`src/rtl/lsu_pkg.sv`:
```
// lsu_pkg: core pipeline stage and LSU state encodings shared by the LSU and the scheduler
package lsu_pkg;
  typedef enum logic [2:0] {
    CORE_IDLE    = 3'd0,
    CORE_FETCH   = 3'd1,
    CORE_DECODE  = 3'd2,
    CORE_REQUEST = 3'd3,
    CORE_WAIT    = 3'd4,
    CORE_EXECUTE = 3'd5,
    CORE_UPDATE  = 3'd6,
    CORE_DONE    = 3'd7
  } core_state_e;
  typedef enum logic [1:0] {
    LSU_IDLE       = 2'd0,
    LSU_REQUESTING = 2'd1,
    LSU_WAITING    = 2'd2,
    LSU_DONE       = 2'd3
  } lsu_state_e;
endpackage

```
`src/rtl/lsu.sv`:
```
// lsu: per-thread load/store unit issuing one memory read or write per instruction
module lsu
  import lsu_pkg::*;
(
  input  logic       clk,
  input  logic       reset,
  input  logic       enable,
  input  logic [2:0] core_state,
  input  logic       decoded_mem_read_enable,
  input  logic       decoded_mem_write_enable,
  input  logic [7:0] rs,
  input  logic [7:0] rt,
  output logic       mem_read_valid,
  output logic [7:0] mem_read_address,
  input  logic       mem_read_ready,
  input  logic [7:0] mem_read_data,
  output logic       mem_write_valid,
  output logic [7:0] mem_write_address,
  output logic [7:0] mem_write_data,
  input  logic       mem_write_ready,
  output logic [1:0] lsu_state,
  output logic [7:0] lsu_out
);
  lsu_state_e state_q, state_d;
  logic       is_read_q;
  logic [7:0] addr_q, data_q;
  logic       start, ack;
  assign start = enable && core_state == CORE_REQUEST && (decoded_mem_read_enable || decoded_mem_write_enable);
  assign ack = is_read_q ? mem_read_ready : mem_write_ready;
  // state register
  always_ff @(posedge clk)
    state_q <= reset ? LSU_IDLE : state_d;
  // next state: only IDLE looks at enable, so an in-flight access always completes
  always_comb begin
    state_d = state_q;
    case (state_q)
      LSU_IDLE:       state_d = start ? LSU_REQUESTING : LSU_IDLE;
      LSU_REQUESTING: state_d = LSU_WAITING;
      LSU_WAITING:    state_d = ack ? LSU_DONE : LSU_WAITING;
      LSU_DONE:       state_d = core_state == CORE_UPDATE ? LSU_IDLE : LSU_DONE;
      default:        state_d = LSU_IDLE;
    endcase
  end
  // latch the request once, capture load data; read wins when both enables are set
  always_ff @(posedge clk) begin
    if (reset) begin
      is_read_q <= 1'b0;
      addr_q    <= 8'd0;
      data_q    <= 8'd0;
      lsu_out   <= 8'd0;
    end else begin
      if (state_q == LSU_REQUESTING) begin
        is_read_q <= decoded_mem_read_enable;
        addr_q    <= rs;
        data_q    <= rt;
      end
      if (state_q == LSU_WAITING && is_read_q && mem_read_ready)
        lsu_out <= mem_read_data;
    end
  end
  assign mem_read_valid    = state_q == LSU_WAITING && is_read_q;
  assign mem_write_valid   = state_q == LSU_WAITING && !is_read_q;
  assign mem_read_address  = addr_q;
  assign mem_write_address = addr_q;
  assign mem_write_data    = data_q;
  assign lsu_state         = state_q;
endmodule

```
`config.mk`:
```
export PLATFORM = sky130hd
export DESIGN_NAME = lsu
export DESIGN_NICKNAME = d
export VERILOG_FILES = /design/src/rtl/lsu_pkg.sv /design/src/rtl/lsu.sv
export SDC_FILE = /design/constraint.sdc
export NUM_CORES = 1
export LEC_CHECK = 0
export ABC_AREA = 1
export CAP_MARGIN = 20
export CORE_ASPECT_RATIO = 0.7
export CORE_MARGIN = 2
export CORE_UTILIZATION = 33
export DETAILED_ROUTE_END_ITERATION = 16
export PLACE_DENSITY = 0.76
export SLEW_MARGIN = 0
export SYNTH_ARGS = -nofsm -noshare
export SYNTH_HDL_FRONTEND = slang
export SYNTH_SLANG_ARGS = --single-unit
export TNS_END_PERCENT = 50
```
`constraint.sdc`:
```
create_clock -name clk -period 1.1 [get_ports clk]
set_input_delay 0.22 -clock clk [delete_from_list [all_inputs] [get_ports clk]]
set_output_delay 0.22 -clock clk [all_outputs]
set_load 0.01 [all_outputs]
```
==> out/results.txt, run 1 <==
Run status: finished, violations left
Failing checks: negative setup slack
Post-synth cell types: 19
Max Slew Vio Count: 0
Layout area overhead: 72.5%
Finish-stage setup viols: 19
Combinational Power Share: 15.8%
YS warnings: 0
Worst setup slack after layout: -0.0969 ns
Worst Hold Class: reg -> reg
Die W: 74.5 um
Drt total wl: 3110 um
Cell count after synthesis: 161
PortBufs: 69
Lkg Pwr: 0.946 nW
PnR Total Power: 1.85 mW
Initial core utilization: 35.5%
CP Capture Type: register
Critical path fanouts, max: 8
Layout cells sized above 1: 36.4%
# DRC: 0
Largest delay share family, worst path: buffers and inverters
Final Non-Filler Cells: 283
Largest stage delay, worst path: 0.34 ns
Kind of critical path: reg -> reg
Average instance area after synthesis: 7.13 um^2
Commonest non-fill, non-tap cell in the layout: nor2_1
Top cell type by total area after synthesis: dfxtp_1
Clock skew: 0.00488 ns
Slew headroom: 85.1%
Core box area: 0.00323 mm^2
Sequential share of power: 54.8%
Skew-Pair Late Insertion Delay: 0.26 ns
Worst Path Arrival: 1.39 ns
1st-iter DRT viols: 21
I/O pin count: 70
Worst-Margin Slew: 0.223 ns
DR pass1 iterations: 4
CP Cell Sequence: inv_2, buf_4, nor2_4, buf_12, clkbuf_16, o21ai_1, nor2_1
Routability cong.: 0.660
Post-DP HPWL: 2110 um
Critical Path RT: 1.30 ns
Routed len/inst: 11.0 um
Sw frac: 22.4%
Netlist Area Pre-Place: 0.00115 mm^2
CP Buf/Inv Count: 4
Internal power: 1.44 mW
Clk network pwr share: 29.4%
Via count: 1195
Cts bufs inserted: 3
Slowest CP cell: dfxtp_2
Worst Setup Start Kind: register
FP Rows: 17
H-tree level count: 1
Pwr dens: 936 mW/mm^2
Ant. Diodes: 0
Max-cap viol count: 0
Commonest cells after routing, fill and taps aside: nor2_1, clkdlybuf4s50_1, nand2_1
Largest net degree at the start of global routing: 18
Area contributors post-synth: dfxtp_1, nor2_1, nand2_1
Antenna viol nets, final: 0
Number of instances in the placed design: 273
Fin crit share: 109%
CTS tree: yes
Min Clock Period, post-route: 1.20 ns
Total GRT Usage: 13.9%
Sinks on Clock Net: 27
Chip height: 53.3 um
Maximum clock path buffer count: 2
Vias in the first global route: 969
Nets: 271
Seq/Total Area, Yosys: 47.1%
Mapped Nets: 195
Final hold violations: 0
Initial antenna violation count: 0
First-pass GRT wire length: 4200 um
Die area: 0.00397 mm^2
Worst-path clk slew: 0.09 ns
Post-synth top area share: 47.1%
Vias/cell: 4.22
P_sw: 415 uW
Yosys reg bits: 27
Root Buffer Master: clkbuf_8
VDD IR max: 0.738 mV
RSZ-0062 raised after global routing: yes
Global route total overflow: 0
Fmax: 0.835 GHz
timing repair:
| item | CTS | global route |
|---|---|---|
| resized for setup | 88 | 82 |
| hold buffers | 0 | 0 |
| pin swaps | 0 | 14 |
| endpoints found under the setup margin | 38 | 56 |
| cloned | 0 | 2 |
| buffers inserted | 0 | 4 |
| hold endpoints to repair | 0 | 0 |
layout make-up:
cell class | count | area, um^2
clock buffers | 4 | 45.0
repair inverters | 1 | 11.3
flip-flops and latches | 27 | 553
multi-input cells | 103 | 524
fillers | 327 | 1250
repair buffers | 83 | 712
inverters | 18 | 75.1
well taps | 47 | 58.8
worst reg2reg max path, cell delays in order (launching register included):
cell and delay (ns):
dfxtp_2 0.34, inv_2 0.05, buf_4 0.13, nor2_4 0.12
buf_12 0.15, clkbuf_16 0.16, o21ai_1 0.06, nor2_1 0.13
kinds of logic after synthesis:
logic type	share of synthesized area, %
simple gates	30.0
buf+inv	14.5
flops	47.1
compound gates	8.40
final timing paths:
check                    start           endpoint  slack (ns)  depth (start not counted)
min reg2reg  mem_write_data[2]  mem_write_data[2]        0.51                          2
min          mem_write_data[2]  mem_write_data[2]        0.51                          2
max               lsu_state[0]  mem_write_data[3]        -0.1                          7
max reg2reg       lsu_state[0]  mem_write_data[3]        -0.1                          7
layer usage:
layer | track usage (%) | routed length (um) | vias up
met4 | 1.79 | 0 | 0
li1 | - | - | 629
met2 | 23.2 | 1440 | 41
met3 | 6.86 | 280 | 0
met5 | 0 | 0 | -
met1 | 16.6 | 1400 | 525
state kept, by name, indices dropped and copies added, names as in the netlist:
name,count
mem_read_address,8
mem_write_data,8
lsu_out,8
lsu_state,2
is_read_q,1
cells in the mapped netlist (all sizes together):
master,n
a21oi,1
a31oi,1
buf,10
clkbuf,3
dfxtp,27
inv,18
nand2,27
nand3,1
nand4,1
nor2,55
o21ai,17
power groups by stage:
stage / sequential, mW / clock (mW) / combinational [mW]
6_report: 1.01 / 0.545 / 0.293
3_3_place_gp: 1.03 / 0 / 0.270
4_1_cts: 1.01 / 0.572 / 0.261
2_1_floorplan: 1.04 / 0 / 0.0715
5_1_grt: 1.02 / 0.612 / 0.316
3_5_place_dp: 1.03 / 0 / 0.272
stage by stage:
stage / setup WS [ns] / util [%] / setup TNS (ns) / hold slack [ns] / cell area (um^2)
floorplan: 0.0154 / - / 0 / 0.282 / 1150
global placement: -0.208 / 57.8 / -2.65 / 0.494 / 1870
detailed placement: -0.223 / 57.8 / -2.77 / 0.500 / 1870
CTS: -0.109 / 59.3 / -0.204 / 0.508 / 1920
global route: -0.146 / 61.2 / -2.51 / 0.523 / 1980
finish: -0.0969 / 61.2 / -1.00 / 0.511 / 1980
Power figures use the tool's default switching activity.
==> inputs of run 2 (changes only) <==
Settings changed: CORE_UTILIZATION 33 to 34, CTS_BUF_LIST from default to sky130_fd_sc_hd__clkbuf_4, GPL_ROUTABILITY_DRIVEN from default to 0, PLACE_DENSITY 0.76 to 0.77.
==> run 2 against run 1 <==
Effect of this change:
- the flow still finishes with violations (negative setup slack)
- combinational power is 2% lower
- worst setup slack worse by 0.030 ns
- sequential share of layout area is 1.6 points higher
- global-route usage is 1.6 points higher
- clock skew is 0.0041 ns higher
- die area is 2.8% lower
- register-to-register slack better by 0.03 ns
- non-clock buffer count is 5 higher
- worst hold slack worse by 0.059 ns
- clock-buffer cell count stayed put
- total power is 5.5% lower
- wire length is 1.9% lower
==> out/results.txt, run 2 (synthesized netlist as in run 1, its figures left out) <==
Final hold violations: 0 (unchanged)
Die area: 0.00386 mm^2 (-2.8%)
CTS tree: yes
GRT Max-Usage Layer: met2
Worst-path clk slew: 0.14 ns (+0.05 ns)
Initial antenna violation count: 0 (unchanged)
DR pass1 iterations: 4 (unchanged)
Largest stage delay, worst path: 0.35 ns (about the same)
Critical Path RT: 0.88 ns (-0.42 ns)
Post-DP HPWL: 2110 um (+0.13%)
Total GRT Usage: 15.5% (+1.6 points)
Kind of critical path: reg -> out
Worst Setup Start Kind: register
Layout cells sized above 1: 45.4% (+9.0 points)
1st-iter DRT viols: 42 (+100%)
Final Non-Filler Cells: 278 (-1.8%)
Run status: finished, violations left
Number of instances in the placed design: 266 (-2.6%)
Vias in the first global route: 1070 (+10%)
Core box area: 0.00319 mm^2 (-1.3%)
First-pass GRT wire length: 4640 um (+11%)
Drt total wl: 3050 um (-1.9%)
R2r setup slk: -0.07 ns (+0.03 ns)
Pwr dens: 901 mW/mm^2 (-3.8%)
Commonest cells after routing, fill and taps aside: nor2_1, clkdlybuf4s50_1, buf_2
Largest net degree at the start of global routing: 18 (unchanged)
Global route total overflow: 0 (unchanged)
Design area: 0.00194 mm^2 (-1.8%)
Initial core utilization: 36.0% (+0.47 points)
RSZ-0062 raised after global routing: yes
Worst Hold Class: in -> reg
Root Buffer Master: clkbuf_4
Max-cap viol count: 0 (unchanged)
Ant. Diodes: 0 (unchanged)
GRT met2 Usage: 26.9% (+3.7 points)
Die W: 73.4 um (-1.4%)
Skew-Pair Late Insertion Delay: 0.32 ns (+0.06 ns)
Worst Path Arrival: 1.01 ns (-0.38 ns)
CP Cell Sequence: inv_2, nand2_4, nor2_1, buf_2
Setup TNS: -0.968 ns (+0.0313 ns)
Global Route met3 Usage: 5.96% (-0.90 points)
Clock skew: 0.00894 ns (+0.00406 ns)
Dpl cell area: 0.00187 mm^2 (+0.20%)
Min Clock Period, post-route: 1.23 ns (+0.0295 ns)
Lkg Pwr: 1.00 nW (+6.0%)
Critical path fanouts, max: 3 (-5)
Routed len/inst: 11.0 um (-0.13%)
Worst setup slack after layout: -0.126 ns (-0.0295 ns)
Post-layout util: 60.9% (-0.32 points)
Cts bufs inserted: 3 (unchanged)
Vias/cell: 4.37 (+3.5%)
Worst-Margin Slew: 0.225 ns (+0.00151 ns)
VDD IR max: 0.769 mV (+4.2%)
Antenna viol nets, final: 0 (unchanged)
Chip height: 52.6 um (-1.4%)
PortBufs: 69 (unchanged)
Max Slew Vio Count: 0 (unchanged)
Met1 Resource Use GR: 18.7% (+2.2 points)
# hold bufs at CTS: 0 (unchanged)
Fmax: 0.815 GHz (-2.4%)
Slew headroom: 85.0% (-0.10 points)
Fin crit share: 111% (+2.7 points)
# fillers: 303 (-7.3%)
H-tree level count: 1 (unchanged)
I/O pin count: 70 (unchanged)
Sinks on Clock Net: 27 (unchanged)
# DRC: 0 (unchanged)
Maximum clock path buffer count: 2 (unchanged)
Nets: 275 (+1.5%)
Layout area overhead: 69.4%
Via count: 1215 (+1.7%)
CP Capture Type: output pin
Commonest non-fill, non-tap cell in the layout: nor2_1
Finish-stage setup viols: 31 (+12)
FP Rows: 17 (unchanged)
Worst hold slack: 0.452 ns (-0.0589 ns)
CP Buf/Inv Count: 2 (-2)
Largest delay share family, worst path: flip-flops
Slowest CP cell: dfxtp_2
Failing checks: negative setup slack
==> run 2: changes by cell type in the layout (fill, tap and decap cells not counted), moves of 4 or more <==
cell,before,now
buf_2,4,32
o21ai_1,5,1
clkbuf_2,23,0
dfxtp_2,10,27
o21ai_0,2,7
dfxtp_1,17,0
clkbuf_4,0,4
clkdlybuf4s15_2,4,0
buf_6,3,12
==> run 2: final timing paths <==
kind / startpoint / endpoint / cells past startpoint
hold / removal: mem_read_data[2] / lsu_out[2] / 3
setup reg to reg: lsu_state[0] / mem_write_data[7] / 7
hold reg to reg: mem_write_data[5] / mem_write_data[5] / 2
setup / recovery: lsu_state[0] / mem_write_valid / 4
==> run 2: what timing repair did <==
item | 4_1_cts | 5_1_grt
cloned | 0 | 1
buffers inserted | 1 | 6
gates resized for setup | 175 | 40
setup endpoints to repair | 38 | 30
pin swaps | 0 | 10
==> run 2: where the power goes <==
part           internal, mW  switching (mW)
Sequential             1.00          0.0139
Combinational         0.177           0.110
Clock                 0.167           0.282
==> run 2: stage by stage <==
step	power [mW]	setup slack, ns
finish	1.75	-0.126
global route	1.84	-0.179
CTS	1.75	-0.147
detailed placement	1.31	-0.215
global placement	1.30	-0.192
floorplan	1.11	0.0154
==> run 2: worst reg2reg max path, cell delays in order, from the launching register on <==
cell     delay (ns)
dfxtp_2        0.36
inv_2          0.04
buf_4          0.13
nor2_4         0.16
buf_6          0.13
buf_6          0.11
o21ai_0        0.08
nor2_1         0.11
==> run 2: layout make-up <==
| class | instances | area [um^2] | area share, % |
|---|---|---|---|
| flip-flops and latches | 27 | 574 | 29.6 |
| inverters | 18 | 75.1 | 3.86 |
| well taps | 38 | 47.5 | 2.45 |
| multi-input cells | 103 | 508 | 26.1 |
| clock buffers | 4 | 30.0 | 1.55 |
| repair buffers | 88 | 708 | 36.4 |
==> run 2: routing by layer <==
layer | vias to the layer above | share of wire, %
li1 | 637 | -
met5 | - | 0
met3 | 0 | 7.3
met4 | 0 | 0
met1 | 535 | 45
met2 | 43 | 47
